$ cat config.mk
export PLATFORM = sky130hd
export DESIGN_NAME = lcd_bus_arbiter_flat
export DESIGN_NICKNAME = d
export VERILOG_FILES = /design/src/rtl/lcd_bus_arbiter_if.sv /design/src/rtl/lcd_bus_arbiter.sv /design/src/flat_wrapper.sv
export SDC_FILE = /design/constraint.sdc
export NUM_CORES = 1
export LEC_CHECK = 0
export CORE_UTILIZATION = 52
export CTS_CLUSTER_DIAMETER = 50
export CTS_CLUSTER_SIZE = 16
export DETAILED_ROUTE_END_ITERATION = 10
export PLACE_DENSITY = 0.92
export SYNTH_ARGS = -nofsm -noshare
export SYNTH_HDL_FRONTEND = slang
export SYNTH_SLANG_ARGS = --single-unit
$ cat constraint.sdc
create_clock -name Clock -period 2.2 [get_ports Clock]
set_input_delay 0.44 -clock Clock [delete_from_list [all_inputs] [get_ports Clock]]
set_output_delay 0.44 -clock Clock [all_outputs]
set_load 0.01 [all_outputs]
$ cat src/rtl/lcd_bus_arbiter_if.sv
// lcd_bus_arbiter_if
//   Bundles the two requester handshakes and the HD44780 bus pins that the
//   arbiter owns.
//   master modport: requester side (drives req/rs/data, observes ack/busy/LCD pins)
//   slave  modport: arbiter side (samples requests, drives ack/busy/LCD pins)
//   Signals:
//     req0/rs0/data0/ack0  port 0 (init/command writes)
//     req1/rs1/data1/ack1  port 1 (character writes)
//     busy                 arbiter is running a timed write cycle
//     LCD_RS/LCD_RW/LCD_EN/LCD_DATA  HD44780 bus
interface lcd_bus_arbiter_if;
  logic       req0;
  logic       rs0;
  logic [7:0] data0;
  logic       ack0;
  logic       req1;
  logic       rs1;
  logic [7:0] data1;
  logic       ack1;
  logic       busy;
  logic       LCD_RS;
  logic       LCD_RW;
  logic       LCD_EN;
  logic [7:0] LCD_DATA;

  modport master (
    output req0, rs0, data0, req1, rs1, data1,
    input  ack0, ack1, busy, LCD_RS, LCD_RW, LCD_EN, LCD_DATA
  );

  modport slave (
    input  req0, rs0, data0, req1, rs1, data1,
    output ack0, ack1, busy, LCD_RS, LCD_RW, LCD_EN, LCD_DATA
  );
endinterface

$ cat src/rtl/lcd_bus_arbiter.sv
// lcd_bus_arbiter
//   Sole owner of the HD44780 character-LCD bus. Two requesters share it
//   (port 0: init/command writes, port 1: character writes). Every grant runs
//   a timed write cycle: setup, EN pulse, hold, then an execution wait that is
//   longer for clear/home commands.
//   Ports:
//     Clock  system clock, all state on the rising edge
//     Reset  asynchronous reset, active-high
//     bus    lcd_bus_arbiter_if.slave (request handshakes, busy, LCD pins)
//   Configuration:
//     LCD_RR_ARB_EN  defined: round-robin arbitration between the two ports;
//                    undefined: fixed priority, port 0 over port 1.
module lcd_bus_arbiter #(
  parameter int SETUP_CYC    = 2,
  parameter int EN_CYC       = 12,
  parameter int HOLD_CYC     = 2,
  parameter int WAIT_CYC     = 2000,
  parameter int CLR_WAIT_CYC = 82000
) (
  input logic              Clock,
  input logic              Reset,
  lcd_bus_arbiter_if.slave bus
);

  localparam int MAX_A   = (SETUP_CYC > EN_CYC) ? SETUP_CYC : EN_CYC;
  localparam int MAX_B   = (HOLD_CYC > WAIT_CYC) ? HOLD_CYC : WAIT_CYC;
  localparam int MAX_AB  = (MAX_A > MAX_B) ? MAX_A : MAX_B;
  localparam int MAX_ALL = (MAX_AB > CLR_WAIT_CYC) ? MAX_AB : CLR_WAIT_CYC;
  localparam int CNT_W   = $clog2(MAX_ALL + 1);

  // Reload values: the counter runs N-1 down to 0, giving N cycles per state.
  localparam logic [CNT_W-1:0] SETUP_LD = CNT_W'(SETUP_CYC - 1);
  localparam logic [CNT_W-1:0] EN_LD    = CNT_W'(EN_CYC - 1);
  localparam logic [CNT_W-1:0] HOLD_LD  = CNT_W'(HOLD_CYC - 1);
  localparam logic [CNT_W-1:0] WAIT_LD  = CNT_W'(WAIT_CYC - 1);
  localparam logic [CNT_W-1:0] CLR_LD   = CNT_W'(CLR_WAIT_CYC - 1);

  typedef enum logic [2:0] {IDLE, SETUP, PULSE, HOLD, WAIT} state_t;

  state_t           state, state_next;
  logic [CNT_W-1:0] cnt, cnt_next;
  logic             lcd_rs_q, lcd_rs_next;
  logic [7:0]       lcd_data_q, lcd_data_next;
  logic             ack0_q, ack0_next;
  logic             ack1_q, ack1_next;
  logic             win1;
  logic             clr_cmd;

`ifdef LCD_RR_ARB_EN
  // Last-grant pointer; starts at 1 so port 0 wins the first contested grant.
  logic last_grant;

  always_comb begin
    win1 = bus.req1;
    if (bus.req0 && bus.req1) win1 = ~last_grant;
  end

  always_ff @(posedge Clock or posedge Reset) begin
    if (Reset) last_grant <= 1'b1;
    else if (state == IDLE && (bus.req0 || bus.req1)) last_grant <= win1;
  end
`else
  always_comb win1 = bus.req1 && !bus.req0;
`endif

  // Clear display / return home take far longer to execute on the HD44780.
  assign clr_cmd = !lcd_rs_q && (lcd_data_q[7:2] == 6'b0);

  // Next-state, counter reload and grant latching.
  always_comb begin
    state_next    = state;
    cnt_next      = (cnt != '0) ? cnt - 1'b1 : cnt;
    lcd_rs_next   = lcd_rs_q;
    lcd_data_next = lcd_data_q;
    ack0_next     = 1'b0;
    ack1_next     = 1'b0;
    case (state)
      IDLE: begin
        cnt_next = cnt;
        if (bus.req0 || bus.req1) begin
          state_next = SETUP;
          cnt_next   = SETUP_LD;
          if (win1) begin
            lcd_rs_next   = bus.rs1;
            lcd_data_next = bus.data1;
            ack1_next     = 1'b1;
          end else begin
            lcd_rs_next   = bus.rs0;
            lcd_data_next = bus.data0;
            ack0_next     = 1'b1;
          end
        end
      end
      SETUP: if (cnt == '0) begin state_next = PULSE; cnt_next = EN_LD; end
      PULSE: if (cnt == '0) begin state_next = HOLD;  cnt_next = HOLD_LD; end
      HOLD:  if (cnt == '0) begin
               state_next = WAIT;
               cnt_next   = clr_cmd ? CLR_LD : WAIT_LD;
             end
      WAIT:  if (cnt == '0) state_next = IDLE;
      default: state_next = IDLE;
    endcase
  end

  // State register; reset abandons any transfer in flight.
  always_ff @(posedge Clock or posedge Reset) begin
    if (Reset) begin
      state      <= IDLE;
      cnt        <= '0;
      lcd_rs_q   <= 1'b0;
      lcd_data_q <= 8'h00;
      ack0_q     <= 1'b0;
      ack1_q     <= 1'b0;
    end else begin
      state      <= state_next;
      cnt        <= cnt_next;
      lcd_rs_q   <= lcd_rs_next;
      lcd_data_q <= lcd_data_next;
      ack0_q     <= ack0_next;
      ack1_q     <= ack1_next;
    end
  end

  // EN is decoded from the state register so an async reset drops it at once.
  assign bus.LCD_EN   = (state == PULSE);
  assign bus.busy     = (state != IDLE);
  assign bus.LCD_RW   = 1'b0;
  assign bus.LCD_RS   = lcd_rs_q;
  assign bus.LCD_DATA = lcd_data_q;
  assign bus.ack0     = ack0_q;
  assign bus.ack1     = ack1_q;

endmodule

$ cat src/flat_wrapper.sv
// flat-port wrapper written by rule: the top's interface ports become plain ports
module lcd_bus_arbiter_flat 
#(
  parameter int SETUP_CYC    = 2,
  parameter int EN_CYC       = 12,
  parameter int HOLD_CYC     = 2,
  parameter int WAIT_CYC     = 2000,
  parameter int CLR_WAIT_CYC = 82000
)
  (Clock, Reset, bus_req0, bus_rs0, bus_data0, bus_req1, bus_rs1, bus_data1, bus_ack0, bus_ack1, bus_busy, bus_LCD_RS, bus_LCD_RW, bus_LCD_EN, bus_LCD_DATA);
  lcd_bus_arbiter_if bus_i ();
  input logic Clock;
  input logic Reset;
  input wire logic [$bits(bus_i.req0)-1:0] bus_req0;
  input wire logic [$bits(bus_i.rs0)-1:0] bus_rs0;
  input wire logic [$bits(bus_i.data0)-1:0] bus_data0;
  input wire logic [$bits(bus_i.req1)-1:0] bus_req1;
  input wire logic [$bits(bus_i.rs1)-1:0] bus_rs1;
  input wire logic [$bits(bus_i.data1)-1:0] bus_data1;
  output wire logic [$bits(bus_i.ack0)-1:0] bus_ack0;
  output wire logic [$bits(bus_i.ack1)-1:0] bus_ack1;
  output wire logic [$bits(bus_i.busy)-1:0] bus_busy;
  output wire logic [$bits(bus_i.LCD_RS)-1:0] bus_LCD_RS;
  output wire logic [$bits(bus_i.LCD_RW)-1:0] bus_LCD_RW;
  output wire logic [$bits(bus_i.LCD_EN)-1:0] bus_LCD_EN;
  output wire logic [$bits(bus_i.LCD_DATA)-1:0] bus_LCD_DATA;
  assign bus_i.req0 = bus_req0;
  assign bus_i.rs0 = bus_rs0;
  assign bus_i.data0 = bus_data0;
  assign bus_i.req1 = bus_req1;
  assign bus_i.rs1 = bus_rs1;
  assign bus_i.data1 = bus_data1;
  assign bus_ack0 = bus_i.ack0;
  assign bus_ack1 = bus_i.ack1;
  assign bus_busy = bus_i.busy;
  assign bus_LCD_RS = bus_i.LCD_RS;
  assign bus_LCD_RW = bus_i.LCD_RW;
  assign bus_LCD_EN = bus_i.LCD_EN;
  assign bus_LCD_DATA = bus_i.LCD_DATA;
  lcd_bus_arbiter #(.SETUP_CYC(SETUP_CYC), .EN_CYC(EN_CYC), .HOLD_CYC(HOLD_CYC), .WAIT_CYC(WAIT_CYC), .CLR_WAIT_CYC(CLR_WAIT_CYC)) u_core (.Clock(Clock), .Reset(Reset), .bus(bus_i));
endmodule
**After elaboration in Yosys (flattened, before gate mapping)**

Index checks and enable logic that the tools add are counted.

- $add $sub $neg: 1
- Equality and inequality tests: 9
- Mux-type cells: 21
- Reduce and logical (&&, ||, !) cells: 12

Operators with widths:

| cell | count |
|---|---|
| $mux 17 | 6 |
| $pmux 17 s4 | 1 |
| $logic_not 17->1 | 1 |
| $reduce_bool 17->1 | 1 |
| $sub 17x1->17 const B | 1 |
| $mux 3 | 5 |
| $pmux 3 s5 | 1 |
| $ne 2x1->1 const B | 5 |
| $mux 8 | 1 |
| $mux 1 | 7 |
| $eq 3x2->1 const B | 2 |
| $logic_not 6->1 | 1 |
| $reduce_and 5->1 | 1 |
| $eq 3x1->1 const B | 1 |
| $eq 3x3->1 const B | 1 |
| $logic_not 3->1 | 1 |
| $reduce_bool 3->1 | 1 |
| $logic_and 1x1->1 | 2 |
| $logic_not 1->1 | 2 |
| $reduce_and 2->1 | 1 |
| $logic_or 1x1->1 | 1 |

- Flip-flop bits (word level): 31
- Input port bits: 22
- Output and inout bits: 14
- Word-level logic and storage cells: 49

**Longest topological paths before layout**

- Word-level depth: 5
- Gate-level depth with buffers: 9
- Mapped depth without buffers: 8

**Least setup slack after synthesis**

No wires, ideal clock.

- Path kind: reg-to-reg
- From: reg u_core.cnt[0]
- To: reg u_core.cnt[10]
- Setup time: 0.124 ns
- Arrival: 1.772 ns
- Data required time: 2.076 ns
- Setup slack: 0.304 ns
- Cell stages (with the launch flop): 8
- Path buffers: 0
- Clock period less this slack: 1.896 ns
- Path through: dfrtp_1 > inv_1 > ha_1 > nor4b_2 > nand4_4 > a21oi_4 > o21ai_1 > a211o_1

- Longest elaborated chain between the ends: 4
- Elaborated cells on any way between the ends: 8
- Classes of those cells: add/sub: 1; mux: 5; reduce/logical: 2

RTL lines:

| item | RTL line | source |
|---|---|---|
| start: declaration | lcd_bus_arbiter.sv:41 | `logic [CNT_W-1:0] cnt, cnt_next;` |
| start signal: assignment | lcd_bus_arbiter.sv:116 | `cnt <= cnt_next;` |
| $sub 17x1->17 / $reduce_bool 17->1 (equally long branches) | lcd_bus_arbiter.sv:72 | `cnt_next = (cnt != '0) ? cnt - 1'b1 : cnt;` |
| $mux 17 | lcd_bus_arbiter.sv:72 |  |
| $mux 17 (on tied branches) | lcd_bus_arbiter.sv:96, lcd_bus_arbiter.sv:94, lcd_bus_arbiter.sv:95 |  |
| $pmux 17 s4 * | lcd_bus_arbiter.sv:77 | `case (state)` |

Every way passes the cells marked *; elsewhere a longest branch is shown, timed or not.
A chain may end at the register's enable or synchronous reset.

**Worst setup path in the final report**

- From: reg u_core.state[2]
- To: out bus_busy

- Longest elaborated chain between the ends: 1

RTL lines:

| item | RTL line | source |
|---|---|---|
| start: declaration | lcd_bus_arbiter.sv:40 | `state_t state, state_next;` |
| start signal: assignment | lcd_bus_arbiter.sv:115 | `state <= state_next;` |
| $reduce_bool 3->1 | lcd_bus_arbiter.sv:126 | `assign bus.busy = (state != IDLE);` |
| end: declaration | flat_wrapper.sv:22 | `output wire logic [$bits(bus_i.busy)-1:0] bus_busy;` |

Every way passes these cells.

==> impl_metrics.json <==
{
  "status": "finished clean",
  "cts.reportedPaths.clkPinSlew_ps": 80,
  "drtPass1Iterations": 4,
  "totalPowerFinal_mw": 2.67,
  "finalHoldViolCount": 0,
  "period_needed_ps": 2130,
  "synth-seq-cells": 31,
  "power.density_mw_per_mm2": 1090,
  "met3_usage": 0.0657,
  "cp-end-kind": "primary output",
  "skew_ps": 14.4,
  "hold_path_class": "flop to flop",
  "timing.rr.start": "u_core.cnt[0]$_DFFE_PP0P_",
  "dp_hpwl_um": 3500,
  "clock_sinks": 31,
  "synth_cell_types": 50,
  "drt_iter0_markers": 131,
  "cp-start-kind": "flop",
  "ios": 36,
  "ys_warn_count": 0,
  "grt_overflow": 0,
  "crit_type": "flop to primary output",
  "drv_cap": 0,
  "cts_buffers": 5,
  "core_mm2": 0.00344,
  "ys.flop_type": "dfrtp_1",
  "final_cells": 300,
  "finalNetCount": 278,
  "post-route-period-util": 0.970,
  "power_leakage_nw": 1.04,
  "wl_per_cell_um": 15.9,
  "cp_slowest_cell": "dfrtp_1",
  "fp-row-count": 21,
  "rsz0062_at_grt": "true",
  "synth.top_cell.area_share": 0.404,
  "grt.total_usage": 0.272,
  "post-route-cell-area_mm2": 0.00244,
  "required_ps": 1760,
  "grt_pass1_wl_um": 8330,
  "yosys-top-cells-count": "31 x dfrtp_1, 21 x nand2_1, 15 x nor2_1",
  "setup_viol": 0,
  "startpoint": "u_core.state[2]$_DFFE_PP0P_",
  "io_buffer_count": 34,
  "die_w_um": 62.7,
  "tns_ps": 0,
  "cp_max_fo": 8,
  "tritoncts": "built",
  "avgSynthCellArea_um2": 9.13,
  "synthTopCellsByArea": "dfrtp_1 40%, mux2i_1 6.8%, nand2_1 4.1%",
  "htreeDepth": 2,
  "ys_seq_area_frac": 0.404,
  "yosysMostFrequentCell": "dfrtp_1",
  "initial_core_util": 0.557,
  "cp.arrival_ps": 1690,
  "die_area_mm2": 0.00394,
  "grt_util_met2": 0.451,
  "antenna_found_initial": 0,
  "num_vias": 1771,
  "ir_worst_vdd_uv": 687,
  "cts_buffer_depth": 2,
  "r2r_slack_ps": 90,
  "syn2layout_area_growth_pct": 27.5,
  "grt_max_degree": 32,
  "ant_nets": 0,
  "place_congestion": 0.896,
  "synth_largest_area_cell": "dfrtp_1",
  "diodes": 0,
  "slew_viol_final": 0,
  "netlist_instances": 210,
  "synth_edf_count": 0,
  "fmax_ghz": 0.468,
  "top_usage_layer": "met2",
  "async_flop_share": 1.00,
  "grt_use_met1": 0.353,
  "r2r_cells": 7,
  "syn_area_mm2": 0.00192,
  "clock-root-buffer": "clkbuf_8",
  "syn-num-nets": 235,
  "drive_gt1_frac": 0.114,
  "grt_pass1_vias": 1768,
  "place_area_mm2": 0.00234,
  "critPathMaxStageDelay_ps": 510,
  "wirelength_um": 4780,
  "r2r-end": "u_core.cnt[8]$_DFFE_PP0P_",
  "crit_end": "bus_busy",
  "drc": 0,
  "post-place-cells": 292,
  "worstPathCellList": "nor3_2 -> inv_2 -> clkdlybuf4s50_1",
  "die_y_um": 62.7,
  "via_per_inst": 5.90,
  "fillers": 236,
  "clock_latency_ps": 290
}
==> flip-flops by register name, indices dropped and copies added (netlist names) <==
| register | flops |
|---|---|
| u_core.bus.ack0 | 1 |
| u_core.cnt | 17 |
| u_core.state | 3 |
| u_core.bus.LCD_RS | 1 |
| u_core.bus.ack1 | 1 |
| u_core.bus.LCD_DATA | 8 |
==> power breakdown <==
part	switching, mW	total (mW)	leakage [nW]	internal, mW
combinational	0.524	1.04	0.597	0.519
sequential	0.324	1.13	0.386	0.805
clock	0.217	0.503	0.0515	0.285
total	1.07	2.67	1.04	1.61
==> cell families after synthesis <==
logic type / after synthesis / synth area share
xor gates and xnor gates: 1 / 0.00457
muxes: 13 / 0.0678
AOI/OAI and AO/OA: 55 / 0.179
DFF: 31 / 0.404
other: 1 / 0.00196
buffers and inverters: 20 / 0.0483
and+or+nand+nor: 86 / 0.275
adders and majority gates: 3 / 0.0196
==> cell usage in the layout, fill, tap and decap left out, drive strengths merged, types with 8 or more instances in the layout <==
master	n
o21ai	24
buf	10
inv	12
nor4	8
a21oi	14
nor2	15
dfrtp	31
clkbuf	8
mux2i	13
clkdlybuf4s50	34
nand2	21
==> through the flow <==
step                      hold slack (ps)   util  setup slack, ps
after floorplan                       516      -              304
after global placement                461  0.681              186
after detailed placement              492  0.681              107
after CTS                             505  0.710             73.9
after global routing                  529  0.710            -13.4
final                                 495  0.710             65.1
==> how the worst min path moves through the flow <==
stage               slack, ps  cells past startpoint                               start                            endpoint
floorplan                 520                      2  u_core.bus.LCD_DATA[0]$_DFFE_PP0P_  u_core.bus.LCD_DATA[0]$_DFFE_PP0P_
global placement          460                      2  u_core.bus.LCD_DATA[1]$_DFFE_PP0P_  u_core.bus.LCD_DATA[1]$_DFFE_PP0P_
detailed placement        490                      2  u_core.bus.LCD_DATA[0]$_DFFE_PP0P_  u_core.bus.LCD_DATA[0]$_DFFE_PP0P_
CTS                       500                      2  u_core.bus.LCD_DATA[0]$_DFFE_PP0P_  u_core.bus.LCD_DATA[0]$_DFFE_PP0P_
global route              530                      2  u_core.bus.LCD_DATA[0]$_DFFE_PP0P_  u_core.bus.LCD_DATA[0]$_DFFE_PP0P_
finish                    490                      2  u_core.bus.LCD_DATA[0]$_DFFE_PP0P_  u_core.bus.LCD_DATA[0]$_DFFE_PP0P_
==> cell type report <==
type	count	area, um2	area share
multi-input combinational	159	1050	0.430
clock buffer	8	100	0.0409
inverter	12	45.0	0.0184
timing repair buffer	44	415	0.170
tap	46	57.6	0.0235
sequential	31	776	0.317
==> worst max-delay path: cells and delay by family, from the launching register on <==
family        cells  cell delay (ps)
buf+inv           2              610
flops             1              510
simple gates      1              280
==> what timing repair did <==
action | CTS | global route
buffers inserted | 0 | 0
setup endpoints to repair | 0 | 7
gates resized for setup | 0 | 1
hold buffers | 0 | 0
==> layer usage <==
layer	routed length (um)	vias to the layer above
met5	0	-
met4	38	0
met3	358	5
met2	2330	87
met1	2050	819
li1	-	860
Note: power is estimated with default switching activity, not from simulation.
